===== config.mk =====
export PLATFORM = sky130hd
export DESIGN_NAME = mult8_seq_ctrl
export DESIGN_NICKNAME = d
export VERILOG_FILES = /design/src/rtl/mult8_seq_ctrl.sv
export SDC_FILE = /design/constraint.sdc
export NUM_CORES = 1
export LEC_CHECK = 0
export ABC_AREA = 1
export BUFFER_PORTS_ARGS = -buffer_cell sky130_fd_sc_hd__buf_2
export CORE_MARGIN = 1.5
export CORE_UTILIZATION = 40
export CTS_CLUSTER_DIAMETER = 120
export DETAILED_ROUTE_END_ITERATION = 12
export GPL_ROUTABILITY_DRIVEN = 0
export GPL_TIMING_DRIVEN = 0
export PLACE_DENSITY_LB_ADDON = 0.25
export SLEW_MARGIN = 10
export SYNTH_ARGS = -nofsm -noshare
export SYNTH_HDL_FRONTEND = slang
export SYNTH_SLANG_ARGS = --single-unit

===== constraint.sdc =====
create_clock -name clk -period 2.35 [get_ports clk]
set_clock_uncertainty 0.1 [all_clocks]
set_input_delay 0.1175 -clock clk [delete_from_list [all_inputs] [get_ports clk]]
set_output_delay 0.1175 -clock clk [all_outputs]
set_load 0.01 [all_outputs]

===== src/rtl/mult8_seq_ctrl.sv =====
// Purpose: unsigned 8x8 -> 16-bit product built from four 4x4 partial products on one shared external multiplier.
// Latency: accept edge to out_valid is 4*(MUL_LAT+1) cycles; best throughput is one product per 4*(MUL_LAT+1)+2 cycles.
// Backpressure: DONE holds out_valid/out_p until out_ready; in_ready stays low until the cycle after the product is taken.
//
// Ports:
//   clk, rst_n            clock (rising edge) and asynchronous active-low reset
//   in_valid/in_ready     request handshake; in_a (multiplicand), in_b (multiplier) sampled on accept
//   out_valid/out_ready   product handshake; out_p holds the 16-bit product while out_valid is high
//   mul_x, mul_y, mul_o   shared 4x4 multiplier operands (registered) and its result, MUL_LAT cycles later
//   busy                  high whenever the sequencer is not idle
module mult8_seq_ctrl #(
    parameter int MUL_LAT = 0
) (
    input  logic        clk,
    input  logic        rst_n,
    input  logic        in_valid,
    output logic        in_ready,
    input  logic [7:0]  in_a,
    input  logic [7:0]  in_b,
    output logic        out_valid,
    input  logic        out_ready,
    output logic [15:0] out_p,
    output logic [3:0]  mul_x,
    output logic [3:0]  mul_y,
    input  logic [7:0]  mul_o,
    output logic        busy
);

    // The wait counter reaches this value on the cycle the multiplier result for the current step is valid.
    localparam logic [1:0] LAST_WAIT = 2'(MUL_LAT);

    typedef enum logic [1:0] {
        IDLE = 2'd0,
        RUN  = 2'd1,
        DONE = 2'd2
    } state_t;

    state_t      state;
    state_t      state_nxt;

    logic [7:0]  a_q;
    logic [7:0]  b_q;
    logic [15:0] acc;
    logic [1:0]  step;
    logic [1:0]  wait_cnt;

    logic        step_last;
    logic [15:0] shifted;
    logic [3:0]  nxt_x;
    logic [3:0]  nxt_y;

    // State register
    always_ff @(posedge clk or negedge rst_n) begin
        if (!rst_n) begin
            state <= IDLE;
        end else begin
            state <= state_nxt;
        end
    end

    // Next state and handshake outputs
    always_comb begin
        state_nxt = state;
        in_ready  = 1'b0;
        out_valid = 1'b0;
        busy      = 1'b1;
        case (state)
            IDLE: begin
                in_ready = 1'b1;
                busy     = 1'b0;
                if (in_valid) begin
                    state_nxt = RUN;
                end
            end
            RUN: begin
                if (step_last && (step == 2'd3)) begin
                    state_nxt = DONE;
                end
            end
            DONE: begin
                out_valid = 1'b1;
                if (out_ready) begin
                    state_nxt = IDLE;
                end
            end
            default: begin
                state_nxt = IDLE;
            end
        endcase
    end

    // Partial-product alignment and the operand pair for the step that follows the current one.
    always_comb begin
        step_last = (wait_cnt == LAST_WAIT);

        shifted = 16'd0;
        case (step)
            2'd0:       shifted = {8'd0, mul_o};
            2'd1, 2'd2: shifted = {4'd0, mul_o, 4'd0};
            default:    shifted = {mul_o, 8'd0};
        endcase

        // After step 3 the operands drop back to zero for DONE.
        nxt_x = 4'd0;
        nxt_y = 4'd0;
        case (step)
            2'd0: begin
                nxt_x = a_q[3:0];
                nxt_y = b_q[7:4];
            end
            2'd1: begin
                nxt_x = a_q[7:4];
                nxt_y = b_q[3:0];
            end
            2'd2: begin
                nxt_x = a_q[7:4];
                nxt_y = b_q[7:4];
            end
            default: begin
                nxt_x = 4'd0;
                nxt_y = 4'd0;
            end
        endcase
    end

    // Datapath: operand latch, registered multiplier operands, step/wait counters, accumulator.
    always_ff @(posedge clk or negedge rst_n) begin
        if (!rst_n) begin
            a_q      <= 8'd0;
            b_q      <= 8'd0;
            acc      <= 16'd0;
            step     <= 2'd0;
            wait_cnt <= 2'd0;
            mul_x    <= 4'd0;
            mul_y    <= 4'd0;
        end else begin
            case (state)
                IDLE: begin
                    if (in_valid) begin
                        a_q      <= in_a;
                        b_q      <= in_b;
                        acc      <= 16'd0;
                        step     <= 2'd0;
                        wait_cnt <= 2'd0;
                        // Step 0 operands come straight from the request so they are live in the first RUN cycle.
                        mul_x    <= in_a[3:0];
                        mul_y    <= in_b[3:0];
                    end
                end
                RUN: begin
                    if (step_last) begin
                        // Maximum true sum is 0xFE01, so the 16-bit add never wraps.
                        acc      <= acc + shifted;
                        wait_cnt <= 2'd0;
                        step     <= step + 2'd1;
                        mul_x    <= nxt_x;
                        mul_y    <= nxt_y;
                    end else begin
                        wait_cnt <= wait_cnt + 2'd1;
                    end
                end
                default: begin
                    mul_x <= 4'd0;
                    mul_y <= 4'd0;
                end
            endcase
        end
    end

    // acc is frozen in DONE, which keeps out_p stable under backpressure.
    assign out_p = acc;

endmodule


-- After elaboration in Yosys (flattened, before gate mapping)
Index checks and enable logic that the tools add are counted.
- logic and storage cells: 56
- output and inout bits: 27
- register bits after elaboration: 46
- reduce and logical (&&, ||, !) cells: 12
- equal/unequal tests: 9
- add/sub/neg operators: 3
- multiplexer cells: 24
- operators with widths (kind ; count):
    16-bit one-hot mux with 2 select lines ; 2
    16-bit two-way mux ; 2
    4-bit one-hot mux with 2 select lines ; 4
    16-bit adder ; 1
    4-bit two-way mux ; 4
    2-bit two-way mux ; 6
    2-bit inequality test (second input constant) ; 4
    2-bit one-hot mux with 2 select lines ; 2
    2-bit equality test (second input constant) ; 3
    2-bit zero test ; 3
    2-bit one-hot mux with 3 select lines ; 1
    2-bit AND reduction ; 3
    3-bit AND reduction ; 2
    2-bit by 1-bit adder with 2-bit output (second input constant) ; 2
    2-bit by 1-bit equality test with 1-bit output (second input constant) ; 2
    2-bit OR reduction ; 2
    1-bit two-way mux ; 3
    2-bit nonzero test ; 1
    1-bit logical AND ; 1

-- Depth between registers and ports, before layout
- depth in word-level cells: 6
- gate-level depth with buffers: 17
- mapped depth without buffers: 17

-- Worst setup path after synthesis
No wires, ideal clock.
- path kind: register -> register
- start point: reg step[0]
- end point: reg acc[12] (netlist: out_p[12])
- clock period less this slack: 2.417 ns
- required time: 2.133 ns
- library setup time: 0.117 ns
- arrival time: 2.199 ns
- path slack: -0.067 ns
- cell stages (with the launch flop): 18
- cell sequence: dfrtp_1 > inv_1 > ha_1 > inv_1 > nor2_1 > inv_1 > nor2_1 > ha_1 > inv_1 > fa_1 > inv_1 > nand3_1 > nand3_1 > nand3_1 > nand3_1 > nand2_1 > nand3_1 > nand2_1
- word-level cells in the longest chain between the ends: 6
- RTL lines (what ; RTL line ; RTL):
    start: declaration ; 44 ; logic [1:0] step;
    start signal: assignment ; 155 ; step <= step + 2'd1;
    2-bit equality test / 2-bit by 1-bit equality test with 1-bit output (equally long branches) ; 97 ; case (step)
    2-bit OR reduction (no line) ; - ;
    16-bit one-hot mux with 2 select lines * ; 97 ;
    16-bit adder * ; 153 ; acc <= acc + shifted;
    16-bit two-way mux * ; 151 ; if (step_last) begin
    16-bit one-hot mux with 2 select lines * ; 137 ; case (state)
    end signal: assignment ; 153 ;
    end: declaration ; 43 ; logic [15:0] acc;
Every way passes the cells marked *; elsewhere a longest branch is shown, timed or not. The select of a mux whose other input is x is not followed.
A chain may end at the register's enable or synchronous reset.

-- Worst setup path in the final report
- start point: reg step[0]
- end point: reg acc[8] (netlist: out_p[8])
Same word-level chain as after synthesis.

==> impl_results.md <==
- Vias in the first global route: 2998
- Port buffer count: 54
- # DRC: 0
- Worst path bufs/invs: 5
- Min-delay worst type: input port to flip-flop
- Slew HR: 27.69%
- Synth warnings: 0
- Worst-Margin Slew: 1085 ps
- Root buffer cell: clkbuf_8
- Clk Latency, worst-skew pair: 310 ps
- Clock power frac: 9.1%
- P&R area growth vs syn: 40.72%
- Cells after Synth: 433
- Pins over their slew limit: 0
- GRT overflow: 0
- Type of origin of the critical path: flip-flop
- Largest buffer count on any clock path: 2
- Num CTS Buffers: 5
- ANT cells: 0
- Via density: 4.994
- FP Rows: 31
- Final wirelength: 8638 um
- Die height: 90.78 um
- RSZ-0062 raised after global routing: yes
- VDD IR max: 0.4881 mV
- Global-route usage over all layers: 20.84%
- CP max stage cell: dfrtp_2
- Final Util: 58.85%
- Worst-path clk slew: 100 ps
- Final nets: 581
- Net Count, Synth: 484
- Cell variety after synth: 32
- H-tree lvl count: 2
- Switching Share: 47.66%
- Starting density of the core: 41.82%
- Crit. End Element: flip-flop
- Die Width: 90.78 um
- I/O pin total: 55
- Fill cell count: 691
- Worst Path Required: 2460 ps
- Drt pass-1 iters: 5
- Final hold vios: 0
- Highest Clock Rate: 426.1 MHz
- TritonCTS clock tree: built
- Comb power frac: 67.0%
- Setup-failing EPs final: 0
- Net Sw Power: 0.002734 W
- Die area: 8240 um^2
- Final cycle utilization of the critical path: 99.87%
- Syn Area/Cell: 7.117 um^2
- Initial antenna violation count: 0
- CP arrival: 2460 ps
- HPWL after DPL: 5743 um
- Via count: 3146
- Crit path kind: flip-flop to flip-flop
- Largest fanout on the critical path: 5
- Global-route wire length before repair: 13790 um
- Async set-reset flop share out of synthesis: 100.0%
- Number of synthesized register bits: 46
- Post-DR wirelength/cell: 13.71 um
- Largest net degree at the start of global routing: 47
- Pint: 0.003003 W
- Sequential group share of total power: 23.9%
- Outcome: completed
- Max stage delay on crit path: 470 ps
- Area of the core: 7370 um^2
- Share of post-route cells with drive strength above 1: 31.64%
- Minimum clock period: 2347 ps
- Antenna-violating nets left: 0
- Final setup TNS: 0 ps
- Top cell by count, worst path: inv_4
- Most common flop cell mapped by yosys: dfrtp_1
- Max-cap viol count: 0
- Register area share after synthesis: 37.35%
- LEAKAGE: 2.333 nW
- CP top delay family: adder cells
- Clock Sinks: 46
- Mapped cell area: 3082 um^2
- DRT iter0 DRCs: 131
- Power Density: 1323 nW/um^2
- Critical path, cell by cell: inv_4 > ha_4 > inv_4 > nor2_4 > inv_4 > nor2_4 > ha_4 > inv_2 > fa_2 > inv_2 > nand3_2 > nand3_4 > nand2_2 > nand3_2 > nand2_1 > nand2_1 > o21ai_1
- Post-synth EDFFs: 0
[worst reg2reg max path, cell delays in order, from the launching register on]
cell and delay, ps:
dfrtp_2 470, inv_4 90, ha_4 150, inv_4 40
nor2_4 90, inv_4 60, nor2_4 120, ha_4 150
inv_2 30, fa_2 360, inv_2 90, nand3_2 80
nand3_4 110, nand2_2 60, nand3_2 80, nand2_1 50
nand2_1 50, o21ai_1 60
[flip-flops by register name (all words and copies together) (netlist names)]
name      flops
out_p        16
a_q           8
b_q           8
mul_y         4
state         2
mul_x         4
step          2
wait_cnt      2
[cell usage after synthesis, types with 3 or more instances]
cell type,instances,area [um^2]
a22o_1,3,26.28
nand3_1,19,95.09
nand2_1,170,638.1
ha_1,22,275.3
inv_1,68,255.2
nor3_1,4,20.02
dfrtp_1,46,1151
o21ai_0,19,95.09
nor2_1,19,71.32
buf_4,3,22.52
a21oi_1,13,65.06
a22oi_1,7,52.55
nor2_4,4,45.04
nand3b_1,3,22.52
o22ai_1,11,68.82
inv_2,3,11.26
[final timing paths]
check                               startpoint              endpoint  slack, ps  depth (start not counted)
setup / recovery           step[0]$_DFFE_PN0P_  out_p[8]$_DFFE_PN0P_          3                         17
hold / removal                       out_ready  state[1]$_DFFE_PN0P_         70                          3
setup reg to reg           step[0]$_DFFE_PN0P_  out_p[8]$_DFFE_PN0P_          3                         17
hold reg to reg             a_q[7]$_DFFE_PN0P_    a_q[7]$_DFFE_PN0P_        380                          2
max in group asynchronous                rst_n   step[0]$_DFFE_PN0P_        980                          2
min in group asynchronous                rst_n  out_p[8]$_DFFE_PN0P_        420                          2
[area by class of cell]
cell class / instances / area [um^2] / area share [%]
clock buffer: 5 / 68.82 / 1.587
multi-input combinational: 310 / 2037 / 46.97
timing repair buffer: 90 / 606.8 / 13.99
tap: 99 / 123.9 / 2.856
buffer: 6 / 50.05 / 1.154
clock inverter: 3 / 21.27 / 0.4905
sequential: 46 / 1152 / 26.57
inverter: 71 / 276.5 / 6.376
[layout by cell type, fill, tap and decap left out, types with 2 or more instances in the layout]
| cell | Yosys | final |
|---|---|---|
| xor2_1 | 2 | 2 |
| o22ai_1 | 11 | 3 |
| nand2_4 | 0 | 2 |
| o22ai_2 | 0 | 5 |
| nor3_1 | 4 | 2 |
| dlygate4sd3_1 | 0 | 17 |
| o21ai_1 | 2 | 2 |
| o22ai_4 | 0 | 3 |
| a21oi_1 | 13 | 10 |
| nand3_2 | 0 | 4 |
| nor3_2 | 0 | 2 |
| nand2_1 | 170 | 151 |
| o21ai_0 | 19 | 19 |
| inv_4 | 0 | 4 |
| a21oi_2 | 0 | 3 |
| nand3_1 | 19 | 12 |
| nor2_1 | 19 | 14 |
| nand2_2 | 1 | 17 |
| buf_6 | 2 | 5 |
| dfrtp_1 | 46 | 45 |
| a22o_1 | 3 | 3 |
| clkbuf_8 | 0 | 5 |
| nand3_4 | 0 | 3 |
| a22oi_1 | 7 | 7 |
| inv_1 | 68 | 59 |
| nor2_4 | 4 | 8 |
| inv_2 | 3 | 8 |
| ha_1 | 22 | 9 |
| ha_4 | 0 | 13 |
| buf_2 | 1 | 55 |
| nand3b_1 | 3 | 3 |
| buf_4 | 3 | 18 |
[power groups by stage]
stage	combinational (W)	clock [W]	sequential (W)
after floorplan	0.00194	0	0.00138
after global placement	0.00270	0	0.00134
final	0.00385	0.000520	0.00137
after detailed placement	0.00275	0	0.00135
after global routing	0.00424	0.000566	0.00141
after CTS	0.00324	0.000535	0.00134
[routing by layer]
layer | up-vias | GRT usage (%) | part of all wire (%)
li1 | 1562 | - | -
met1 | 1472 | 26.01 | 44
met2 | 97 | 37.09 | 50
met3 | 15 | 2.946 | 4.7
met4 | 0 | 6.120 | 1.7
met5 | - | 0 | 0
[cells by family after synthesis]
kind of cell	count (synthesis)	share of synthesized area [%]
adders and majority gates	23	9.582
DFF	46	37.35
buffers and inverters	77	10.27
and+or+nand+nor	225	30.61
xor gates and xnor gates	2	0.5685
AOI/OAI and AO/OA	60	11.61
[through the flow]
| stage | area [um^2] | std cells | worst slack, ps | hold WS [ps] | total power [W] |
|---|---|---|---|---|---|
| after floorplan | 3092 | 433 | 7.718 | -278.1 | 0.003322 |
| after global placement | 3486 | 586 | -383.1 | 217.9 | 0.004044 |
| after detailed placement | 3486 | 586 | -418.7 | 221.5 | 0.004095 |
| after CTS | 4035 | 626 | -10.40 | 58.68 | 0.005120 |
| after global routing | 4337 | 630 | -124.0 | 54.95 | 0.006215 |
| final | 4337 | 630 | 3.118 | 65.74 | 0.005737 |
[timing repair]
item                                    in CTS  in global routing
buffers inserted                            15                  4
resized for setup                           42                 48
pin swaps                                   18                 27
endpoints found under the setup margin      14                 14
cloned                                       0                  0
hold endpoints to repair                    63                  0
hold buffers                                17                  0
(Power assumes the default switching activity.)
